$ cat src/rtl/mem_stage.sv
// rtl/mem_stage.sv - memory-access pipeline stage: registers EX results, extends load data, holds SRAM data across stalls
//
// Ports:
//   clk              clock
//   rst              synchronous active-high reset
//   stall[5:0]       pipeline stall vector (1 = stop); bit 3 = this stage, bit 4 = write-back
//   ex_to_mem_bus    {pc, ram_en, ram_wen, sel_rf_res, rf_we, rf_waddr, ex_result}
//   ex_load_bus      {lb, lbu, lh, lhu, lw}
//   data_sram_rdata  SRAM read word, valid in the cycle after the request left execute
//   mem_to_wb_bus    {pc, rf_we, rf_waddr, rf_wdata} to write-back
//   mem_to_rf_bus    {rf_we, rf_waddr, rf_wdata} forwarding path to decode
module mem_stage #(
  parameter int EX_TO_MEM_WD = 76,
  parameter int LOAD_WD      = 5,
  parameter int MEM_TO_WB_WD = 70
) (
  input  logic                    clk,
  input  logic                    rst,
  input  logic [5:0]              stall,
  input  logic [EX_TO_MEM_WD-1:0] ex_to_mem_bus,
  input  logic [LOAD_WD-1:0]      ex_load_bus,
  input  logic [31:0]             data_sram_rdata,
  output logic [MEM_TO_WB_WD-1:0] mem_to_wb_bus,
  output logic [37:0]             mem_to_rf_bus
);

  typedef enum logic {LIVE = 1'b0, HELD = 1'b1} state_t;

  logic [EX_TO_MEM_WD-1:0] ex_q;
  logic [LOAD_WD-1:0]      load_q;
  state_t                  state_q, state_d;
  logic [31:0]             rdata_buf, rdata_buf_d;

  logic hold, bubble;
  assign hold   = stall[3] & stall[4];
  assign bubble = stall[3] & ~stall[4];

  // Pipeline registers: bubble clears, run loads, both-stopped holds.
  always_ff @(posedge clk) begin
    if (rst) begin
      ex_q   <= '0;
      load_q <= '0;
    end else if (bubble) begin
      ex_q   <= '0;
      load_q <= '0;
    end else if (!stall[3]) begin
      ex_q   <= ex_to_mem_bus;
      load_q <= ex_load_bus;
    end
  end

  // Read-data hold FSM. The SRAM word is only valid for one cycle, so on the
  // first hold edge it is parked in rdata_buf and served from there until the
  // registers move again.
  always_ff @(posedge clk) begin
    if (rst) begin
      state_q   <= LIVE;
      rdata_buf <= '0;
    end else begin
      state_q   <= state_d;
      rdata_buf <= rdata_buf_d;
    end
  end

  always_comb begin
    state_d     = LIVE;
    rdata_buf_d = rdata_buf;
    if (hold) begin
      state_d = HELD;
      if (state_q == LIVE) rdata_buf_d = data_sram_rdata;
    end
  end

  // Field extraction
  logic [31:0] pc;
  logic        sel_rf_res, rf_we;
  logic [4:0]  rf_waddr;
  logic [31:0] ex_result;
  assign pc         = ex_q[75:44];
  assign sel_rf_res = ex_q[38];
  assign rf_we      = ex_q[37];
  assign rf_waddr   = ex_q[36:32];
  assign ex_result  = ex_q[31:0];

  logic ld_lb, ld_lbu, ld_lh, ld_lhu, ld_lw;
  assign {ld_lb, ld_lbu, ld_lh, ld_lhu, ld_lw} = load_q;

  // Load alignment / extension
  logic [31:0] eff_word, load_val, rf_wdata;
  logic [7:0]  ld_byte;
  logic [15:0] ld_half;

  always_comb begin
    eff_word = (state_q == HELD) ? rdata_buf : data_sram_rdata;
    case (ex_result[1:0])
      2'd0:    ld_byte = eff_word[7:0];
      2'd1:    ld_byte = eff_word[15:8];
      2'd2:    ld_byte = eff_word[23:16];
      default: ld_byte = eff_word[31:24];
    endcase
    ld_half = ex_result[1] ? eff_word[31:16] : eff_word[15:0];
    if (ld_lb)       load_val = {{24{ld_byte[7]}}, ld_byte};
    else if (ld_lbu) load_val = {24'd0, ld_byte};
    else if (ld_lh)  load_val = {{16{ld_half[15]}}, ld_half};
    else if (ld_lhu) load_val = {16'd0, ld_half};
    else             load_val = eff_word;
    // sel_rf_res without any load flag behaves as a plain ALU op
    rf_wdata = (sel_rf_res && (|load_q)) ? load_val : ex_result;
  end

  assign mem_to_wb_bus = {pc, rf_we, rf_waddr, rf_wdata};
  assign mem_to_rf_bus = {rf_we, rf_waddr, rf_wdata};

  // Store controls and unrelated stall bits are not consumed here.
  logic unused_sigs;
  assign unused_sigs = ^{stall[5], stall[2:0], ex_q[43:39]};

endmodule

$ cat config.mk
export PLATFORM = sky130hd
export DESIGN_NAME = mem_stage
export DESIGN_NICKNAME = d
export VERILOG_FILES = /design/src/rtl/mem_stage.sv
export SDC_FILE = /design/constraint.sdc
export NUM_CORES = 1
export LEC_CHECK = 0
export CAP_MARGIN = 20
export CELL_PAD_IN_SITES_DETAIL_PLACEMENT = 1
export CELL_PAD_IN_SITES_GLOBAL_PLACEMENT = 1
export CORE_MARGIN = 2
export CORE_UTILIZATION = 32
export CTS_BUF_LIST = sky130_fd_sc_hd__clkbuf_16
export DETAILED_ROUTE_END_ITERATION = 6
export PLACE_DENSITY = 0.88
export SYNTH_ARGS = -nofsm -noshare
export SYNTH_HDL_FRONTEND = slang
export SYNTH_SLANG_ARGS = --single-unit
$ cat constraint.sdc
create_clock -name clk -period 3.02 [get_ports clk]
set_input_delay 0.453 -clock clk [delete_from_list [all_inputs] [get_ports clk]]
set_output_delay 0.453 -clock clk [all_outputs]
set_load 0.05 [all_outputs]
==> results.py, run 1 <==
metrics = {
    "place": {
        "postPlaceCellArea_sq_mm": 0.007831,
        "port-buffer-count": 219,
        "dp_cells": 979,
        "place_hpwl_mm": 14.00,
        "routabilityCongestion": 0.8302,
    },
    "clock_tree": {
        "cts_tree": "built",
        "htree_levels": 3,
        "worstSkewPairLatency_ns": 0.36,
        "path_clk_slew_ns": 0.07,
        "cts.sinks": 109,
        "numCtsBuffers": 9,
        "cts.path.max_buffers": 2,
        "root_buffer": "clkbuf_16",
    },
    "global_route": {
        "grt_pass1_wl_mm": 28.35,
        "track_usage": 0.1986,
        "grt_remaining_overflow": 0,
        "grt_pass1_vias": 5175,
        "grt_max_degree": 47,
        "antenna_found_initial": 2,
    },
    "critical_path": {
        "r2r_cells": 4,
        "crit_arrival_ns": 2.52,
        "endpoint_kind": "output port",
        "cpPeakStageDelay_ns": 0.55,
        "crit_slowest_cell": "dfxtp_2",
        "worst-path-max-fanout": 21,
        "startpoint_type": "register",
        "required_ns": 2.57,
        "reg2reg_slack_ns": 1.15,
        "crit_chain": "buf_12, mux2i_1, mux4_2, nand2_1, a22o_1, buf_12",
        "worst-path-stages": 6,
        "path_buf_inv": 2,
        "crit_family": "multiplexers",
        "path_common_cell": "buf_12",
        "worstSetupPathType": "reg2out",
    },
    "detailed_routing": {
        "wl_mm": 18.79,
        "drc_errors": 0,
        "ant_nets": 0,
        "vias_per_cell": 4.914,
        "first_pass_iters": 4,
        "wire_per_inst_um": 18.82,
        "vias": 4904,
        "dr.first_iter.drc_count": 180,
    },
    "synthesis": {
        "synth_seq_area_share": 0.3815,
        "netlist_instances": 634,
        "synth_area_leader_cell": "dfxtp_1",
        "synth_fp_nets": 755,
        "synth-async-reset-ratio": 0,
        "synth_top_area_share": 0.3815,
        "syn_area_per_cell_sq_um": 9.023,
        "syn_area_sq_mm": 0.005720,
        "yosysWarnings": 0,
        "synth.top_cells.by_count": "140 x nor2_1, 116 x mux2i_1, 109 x dfxtp_1",
        "synth_edf_count": 0,
        "synthTopCellsByArea": "dfxtp_1 38%, mux2i_1 20%, buf_4 10%, nor2_1 9.2%, mux2_2 3.0%",
        "yosysMostFrequentCell": "nor2_1",
        "synth.distinct_cells": 36,
        "synth-seq-cells": 109,
        "synth_ff_type": "dfxtp_1",
    },
    "layout": {
        "fillCellCount": 1939,
        "fin_nets": 888,
        "area_delta_synth_final_pct": 44.36,
        "stdcell_area_sq_mm": 0.008258,
        "drive_gt1_frac": 0.2008,
        "fin_cells": 998,
    },
    "floorplanning": {
        "core_area_sq_mm": 0.01742,
        "num_rows": 48,
        "die_h_um": 137.7,
        "num_io_pins": 229,
        "dieArea_sq_mm": 0.01896,
        "start_util": 0.3284,
        "die_w_um": 137.7,
    },
    "timing": {
        "clock.fmax_mhz": 336.7,
        "slew_violations": 0,
        "skew_ns": 0.006012,
        "rsz0062_at_grt": "false",
        "max_slew.worst_pin.slew_ns": 0.7219,
        "setup_violations": 0,
        "timing.final.crit_share": 0.9834,
        "min_period_ns": 2.970,
        "tns_ns": 0,
        "slew_headroom": 0.5165,
        "hold_ws_ns": 0.4347,
        "hold_viol_final": 0,
    },
    "pwr": {
        "peakVddDrop_v": 0.0002836,
        "power_uw": 4063,
        "p_leak_uw": 0.003461,
        "p_per_area_mw_per_mm2": 492.0,
    },
    "run": {
        "cap_viol_max_count": 0,
    },
    "status": {
        "outcome": "completed",
    },
    "hold_path": {
        "hold_depth": 3,
        "hp-class": "in2reg",
    },
}
[final timing paths]
path | startpoint | end
max | state_q$_SDFF_PP0_ | mem_to_wb_bus[4]
min | data_sram_rdata[7] | rdata_buf[7]$_SDFFE_PP0P_
max reg2reg | state_q$_SDFF_PP0_ | rdata_buf[8]$_SDFFE_PP0P_
min reg2reg | rdata_buf[24]$_SDFFE_PP0P_ | rdata_buf[24]$_SDFFE_PP0P_
[layer usage]
metal / up-vias / part of all wire / GRT usage
li1: 2357 / - / -
met5: - / 0 / 0
met2: 182 / 0.49 / 0.3469
met3: 35 / 0.070 / 0.05703
met4: 0 / 0.028 / 0.07710
met1: 2330 / 0.41 / 0.2288
[flip-flops by register name, indices dropped and copies added (netlist names)]
name	flops
ex_q	71
rdata_buf	32
load_q	5
state_q	1
[worst min-delay path, cell delays in order]
cell,delay [ns]
dlymetal6s2s_1,0.13
mux2i_1,0.10
nor2_1,0.08
[power breakdown]
group          total, uW  internal [uW]  switching (uW)
Clock               1240            649             595
Combinational       1250            532             721
Sequential          1560           1510            51.0
[cell families (layout without fill, tap and decap cells)]
family | count (synthesis) | count (layout) | synth area share
compound gates | 75 | 75 | 0.08749
buf+inv | 122 | 260 | 0.1350
flops | 109 | 109 | 0.3815
mux | 139 | 139 | 0.2627
other cells | 0 | 1 | 0
simple gates | 189 | 189 | 0.1334
[metrics by stage]
step / util / setup WS, ns
6_report: 0.4741 / 0.05000
5_1_grt: 0.4741 / 0.004095
4_1_cts: 0.4688 / 0.002057
3_5_place_dp: 0.4496 / 0.008751
3_3_place_gp: 0.4496 / 0.02797
2_1_floorplan: - / -0.2663
[placed cells by master (no fill, tap or decap), drive strengths merged, types with 7 or more instances in the layout]
cell type	instances
mux2i	116
or2	9
o211ai	7
a211oi	18
clkbuf	10
a31oi	11
mux2	16
mux4	7
buf	87
dfxtp	109
a21oi	21
nor2	140
nand2	28
clkdlybuf4s50	150
[layout make-up]
| class | instances | area, sq um | area share |
|---|---|---|---|
| clock inverters | 7 | 73.82 | 0.008939 |
| well taps | 225 | 281.5 | 0.03409 |
| inverters | 2 | 7.507 | 0.0009091 |
| multi-input cells | 403 | 2849 | 0.3450 |
| clock buffers | 9 | 225.2 | 0.02727 |
| flip-flops and latches | 109 | 2185 | 0.2645 |
| repair buffers | 242 | 2634 | 0.3189 |
| diodes | 1 | 2.502 | 0.0003030 |
[what timing repair did]
| action | in CTS | in global routing |
|---|---|---|
| pin swaps | 0 | 1 |
| gates resized for setup | 6 | 14 |
| hold buffers | 0 | 0 |
| buffers inserted | 0 | 1 |
| cloned | 0 | 1 |
| setup endpoints to repair | 12 | 50 |
Note: power is estimated with default switching activity, not from simulation.
==> run 2: changes to the inputs <==
- SETUP_SLACK_MARGIN: default -> 0.3
==> results.py, run 2 (same netlist as run 1, synthesis figures left out) <==
metrics = {
    "detailed_routing": {
        "wire_per_inst_um": 20.23,
        "vias": 5067,
        "ant_nets": 0,
        "wl_mm": 20.43,
        "first_pass_iters": 4,
        "vias_per_cell": 5.017,
        "dr.first_iter.drc_count": 282,
        "drc_errors": 0,
    },
    "pwr": {
        "p_int_uw": 2675,
        "share_comb_of_total_power": 0.340,
        "peakVddDrop_v": 0.0002654,
        "p_switching_uw": 1406,
        "p_per_area_mw_per_mm2": 460.1,
        "p_leak_uw": 0.003586,
        "pwr-share-seq": 0.383,
        "pwr-share-clk": 0.276,
        "p_sw_frac": 0.3445,
    },
    "clock_tree": {
        "htree_levels": 3,
        "cts.path.max_buffers": 2,
        "cts.sinks": 109,
        "worstSkewPairLatency_ns": 0.35,
        "cts_tree": "built",
        "numCtsBuffers": 9,
        "path_clk_slew_ns": 0.07,
        "ctsHoldBuffers": 0,
        "root_buffer": "clkbuf_16",
    },
    "global_route": {
        "grt_max_degree": 76,
        "grt_remaining_overflow": 0,
        "grt_pass1_vias": 5180,
        "track_usage": 0.2055,
        "antenna_found_initial": 1,
        "grt_pass1_wl_mm": 29.25,
    },
    "critical_path": {
        "timing.rr.start": "state_q$_SDFF_PP0_",
        "startpoint_type": "register",
        "worstSetupPathType": "reg2out",
        "required_ns": 2.57,
        "worst-path-max-fanout": 8,
        "endpoint_kind": "output port",
        "r2r_cells": 4,
        "crit_arrival_ns": 2.39,
        "reg2reg_slack_ns": 1.40,
        "r2r-end": "rdata_buf[9]$_SDFFE_PP0P_",
    },
    "layout": {
        "area_delta_synth_final_pct": 55.07,
        "drive_gt1_frac": 0.2513,
        "reg_top3": "ex_q x71, rdata_buf x32, load_q x5",
        "largest_reg_flops": 71,
        "fillCellCount": 1886,
        "final_cell_mix": "150 x clkdlybuf4s50_1, 140 x nor2_1, 113 x mux2i_1",
        "fin_util": 0.5093,
        "fin_nets": 900,
        "regMostFlops": "ex_q",
        "stdcell_area_sq_mm": 0.008871,
        "fin_cells": 1010,
        "layout_commonest_cell": "clkdlybuf4s50_1",
    },
    "timing": {
        "slew_violations": 0,
        "tns_ns": 0,
        "rsz0062_at_grt": "true",
        "clock.fmax_mhz": 351.2,
        "slew_headroom": 0.5190,
        "max_slew.worst_pin.slew_ns": 0.7216,
        "min_period_ns": 2.847,
        "hold_ws_ns": 0.4162,
        "setup_violations": 0,
        "timing.final.crit_share": 0.9428,
        "skew_ns": 0.003398,
        "hold_viol_final": 0,
    },
    "place": {
        "postPlaceCellArea_sq_mm": 0.007969,
        "port-buffer-count": 219,
        "routabilityCongestion": 0.8206,
        "dp_cells": 973,
        "place_hpwl_mm": 14.28,
    },
    "hold_path": {
        "hold_depth": 3,
        "whs_endpoint": "load_q[1]$_SDFFE_PP0N_",
        "hold_path.startpoint": "stall[3]",
        "hp-class": "in2reg",
    },
    "floorplanning": {
        "die_h_um": 137.7,
        "dieArea_sq_mm": 0.01896,
        "start_util": 0.3284,
        "core_area_sq_mm": 0.01742,
        "num_io_pins": 229,
        "die_w_um": 137.7,
        "num_rows": 48,
    },
    "run": {
        "cap_viol_max_count": 0,
    },
    "status": {
        "outcome": "completed",
    },
}
[run 2: cell types whose count changed in the layout (fill, tap and decap cells not counted), moves of 5 or more]
cell / delta
buf_4: -32
a21oi_1: -15
a31oi_4: +5
buf_6: +29
buf_8: +7
a21oi_4: +16
[run 2: worst max-delay path by stage]
stage,slack [ns],depth (start not counted),start,endpoint
finish,0.17,7,ex_q[1]$_SDFFE_PP0N_,mem_to_rf_bus[31]
global route,0.08,7,ex_q[1]$_SDFFE_PP0N_,mem_to_rf_bus[31]
CTS,0.19,7,ex_q[1]$_SDFFE_PP0N_,mem_to_wb_bus[31]
detailed placement,0.07,7,data_sram_rdata[7],mem_to_rf_bus[24]
global placement,0.11,7,data_sram_rdata[7],mem_to_wb_bus[24]
floorplan,0.05,7,load_q[4]$_SDFFE_PP0N_,mem_to_wb_bus[10]
[run 2: what timing repair did]
item / in CTS / in global routing
pin swaps: 5 / 7
setup endpoints to repair: 64 / 60
buffers inserted: 8 / 7
resized for setup: 70 / 29
gates cloned: 1 / 4
[run 2: area by class of cell]
type / count / area, sq um / share of cell area
well taps: 225 / 281.5 / 0.03173
inverters: 2 / 10.01 / 0.001128
clock inverters: 7 / 48.80 / 0.005501
clock buffers: 9 / 225.2 / 0.02539
flip-flops and latches: 109 / 2198 / 0.2478
repair buffers: 254 / 2973 / 0.3351
diodes: 1 / 2.502 / 0.0002821
multi-input cells: 403 / 3132 / 0.3530
[run 2: stage by stage]
step | total power, uW | setup slack [ns]
after floorplan | 2408 | 0.05379
after global placement | 2834 | 0.1076
after detailed placement | 2863 | 0.07146
after CTS | 4077 | 0.1935
after global routing | 4264 | 0.08279
final | 4081 | 0.1728
[run 2: worst max-delay path, stage by stage (launching register included)]
cell and delay [ns]:
dfxtp_4 0.38, mux4_2 0.51, mux2_4 0.31, a211oi_4 0.25, buf_4 0.18, buf_12 0.16
a21oi_4 0.08, buf_6 0.16
[run 2: metal layers]
metal,vias to the layer above,global-route usage,wire (um)
met5,-,0,0
met4,0,0.05669,342
met3,24,0.03679,962
met2,176,0.3737,10690
met1,2480,0.2475,8437
li1,2387,-,-
[run 2: power groups by stage]
stage	clock, uW	sequential, uW	combinational, uW
global route	1240	1570	1450
finish	1130	1560	1390
CTS	1170	1560	1350
floorplan	0	1580	829
global placement	0	1590	1240
detailed placement	0	1600	1270
==> run 3: changes to the inputs <==
- CTS_BUF_LIST: sky130_fd_sc_hd__clkbuf_16 -> sky130_fd_sc_hd__clkbuf_8 sky130_fd_sc_hd__clkbuf_16
==> results.py, run 3 (same netlist as run 1, synthesis figures left out) <==
metrics = {
    "layout": {
        "area_delta_synth_final_pct": 55.25,
        "layout_commonest_cell": "clkdlybuf4s50_1",
        "drive_gt1_frac": 0.2526,
        "largest_reg_flops": 71,
        "final_cell_mix": "150 x clkdlybuf4s50_1, 140 x nor2_1, 113 x mux2i_1",
        "reg_top3": "ex_q x71, rdata_buf x32, load_q x5",
        "fillCellCount": 1886,
        "fin_nets": 900,
        "regMostFlops": "ex_q",
    },
    "floorplanning": {
        "die_w_um": 137.7,
        "start_util": 0.3284,
        "die_h_um": 137.7,
        "dieArea_sq_mm": 0.01896,
        "core_area_sq_mm": 0.01742,
        "num_rows": 48,
        "num_io_pins": 229,
    },
    "detailed_routing": {
        "first_pass_iters": 4,
        "vias_per_cell": 5.009,
        "dr.first_iter.drc_count": 282,
        "ant_nets": 0,
        "vias": 5059,
        "wl_mm": 20.44,
        "drc_errors": 0,
        "wire_per_inst_um": 20.24,
    },
    "critical_path": {
        "worstSetupPathType": "reg2out",
        "crit_arrival_ns": 2.39,
        "endpoint_kind": "output port",
        "startpoint_type": "register",
        "required_ns": 2.57,
        "worst-path-max-fanout": 8,
    },
    "timing": {
        "hold_viol_final": 0,
        "skew_ns": 0.003398,
        "setup_violations": 0,
        "slew_headroom": 0.5190,
        "tns_ns": 0,
        "max_slew.worst_pin.slew_ns": 0.7216,
        "min_period_ns": 2.847,
        "worst_slack_ns": 0.1729,
        "slew_violations": 0,
        "clock.fmax_mhz": 351.2,
        "rsz0062_at_grt": "true",
        "timing.final.crit_share": 0.9428,
    },
    "clock_tree": {
        "cts.path.max_buffers": 2,
        "cts_tree": "built",
        "ctsHoldBuffers": 0,
        "worstSkewPairLatency_ns": 0.35,
        "htree_levels": 3,
        "cts.sinks": 109,
        "root_buffer": "clkbuf_16",
        "numCtsBuffers": 9,
        "path_clk_slew_ns": 0.07,
    },
    "place": {
        "port-buffer-count": 219,
        "preCtsSetupSlack_ns": 0.07146,
        "place_hpwl_mm": 14.28,
        "routabilityCongestion": 0.8206,
    },
    "run": {
        "cap_viol_max_count": 0,
    },
    "global_route": {
        "antenna_found_initial": 1,
        "grt_max_degree": 76,
        "busiest_layer": "met2",
        "use_met1": 0.2475,
        "use_met3": 0.03679,
        "track_usage": 0.2055,
        "use_met2": 0.3737,
        "grt_remaining_overflow": 0,
        "grt_pass1_wl_mm": 29.25,
        "grt_pass1_vias": 5180,
    },
    "pwr": {
        "peakVddDrop_v": 0.0002656,
        "p_per_area_mw_per_mm2": 462.5,
        "p_leak_uw": 0.003591,
    },
    "status": {
        "outcome": "completed",
    },
    "hold_path": {
        "hp-class": "in2reg",
    },
}
==> run 3: timing repair <==
action	4_1_cts	5_1_grt
resized for setup	70	29
setup buffers	8	7
endpoints found under the setup margin	64	60
gates cloned	1	4
pin swaps	5	7
==> run 3: final timing paths <==
| kind | startpoint | endpoint | slack (ns) | cells past startpoint |
|---|---|---|---|---|
| hold / removal | stall[3] | load_q[1]$_SDFFE_PP0N_ | 0.42 | 3 |
| hold reg to reg | ex_q[74]$_SDFFE_PP0N_ | ex_q[74]$_SDFFE_PP0N_ | 0.50 | 2 |
| setup / recovery | ex_q[1]$_SDFFE_PP0N_ | mem_to_rf_bus[31] | 0.17 | 7 |
| setup reg to reg | state_q$_SDFF_PP0_ | rdata_buf[9]$_SDFFE_PP0P_ | 1.40 | 4 |
==> run 3: layout make-up <==
cell class | instances | area (sq um) | area share
clock buffer | 10 | 239.0 | 0.02691
sequential | 109 | 2198 | 0.2475
timing repair buffer | 254 | 2973 | 0.3347
inverter | 2 | 10.01 | 0.001127
antenna | 1 | 2.502 | 0.0002818
tap | 225 | 281.5 | 0.03170
clock inverter | 6 | 45.04 | 0.005072
multi-input combinational | 403 | 3132 | 0.3526
==> run 3: through the flow <==
stage               power (uW)    util  area [sq um]  instances  hold WS, ns
floorplan                 2408       -          5869        634       0.4576
global placement          2834  0.4575          7969        973       0.4694
detailed placement        2863  0.4575          7969        973       0.4843
CTS                       4104  0.4958          8636        998       0.4089
global route              4289  0.5099          8881       1010       0.4314
finish                    4108  0.5099          8881       1010       0.4162
==> run 3: metal layers <==
layer	wire length (um)	share of wire
met1	8456	0.41
met2	10650	0.52
met3	976	0.048
met4	354	0.017
met5	0	0
==> run 3: critical path, cell delays in order, from the launching register on <==
cell      delay (ns)
dfxtp_4         0.38
mux4_2          0.51
mux2_4          0.31
a211oi_4        0.25
buf_4           0.18
buf_12          0.16
a21oi_4         0.08
buf_6           0.16
==> run 3: report_power, final <==
group | leakage (uW) | switching, uW | internal (uW) | total [uW]
Combinational | 0.00256 | 789 | 601 | 1390
Sequential | 0.000898 | 51.4 | 1510 | 1560
Clock | 0.000132 | 566 | 588 | 1150
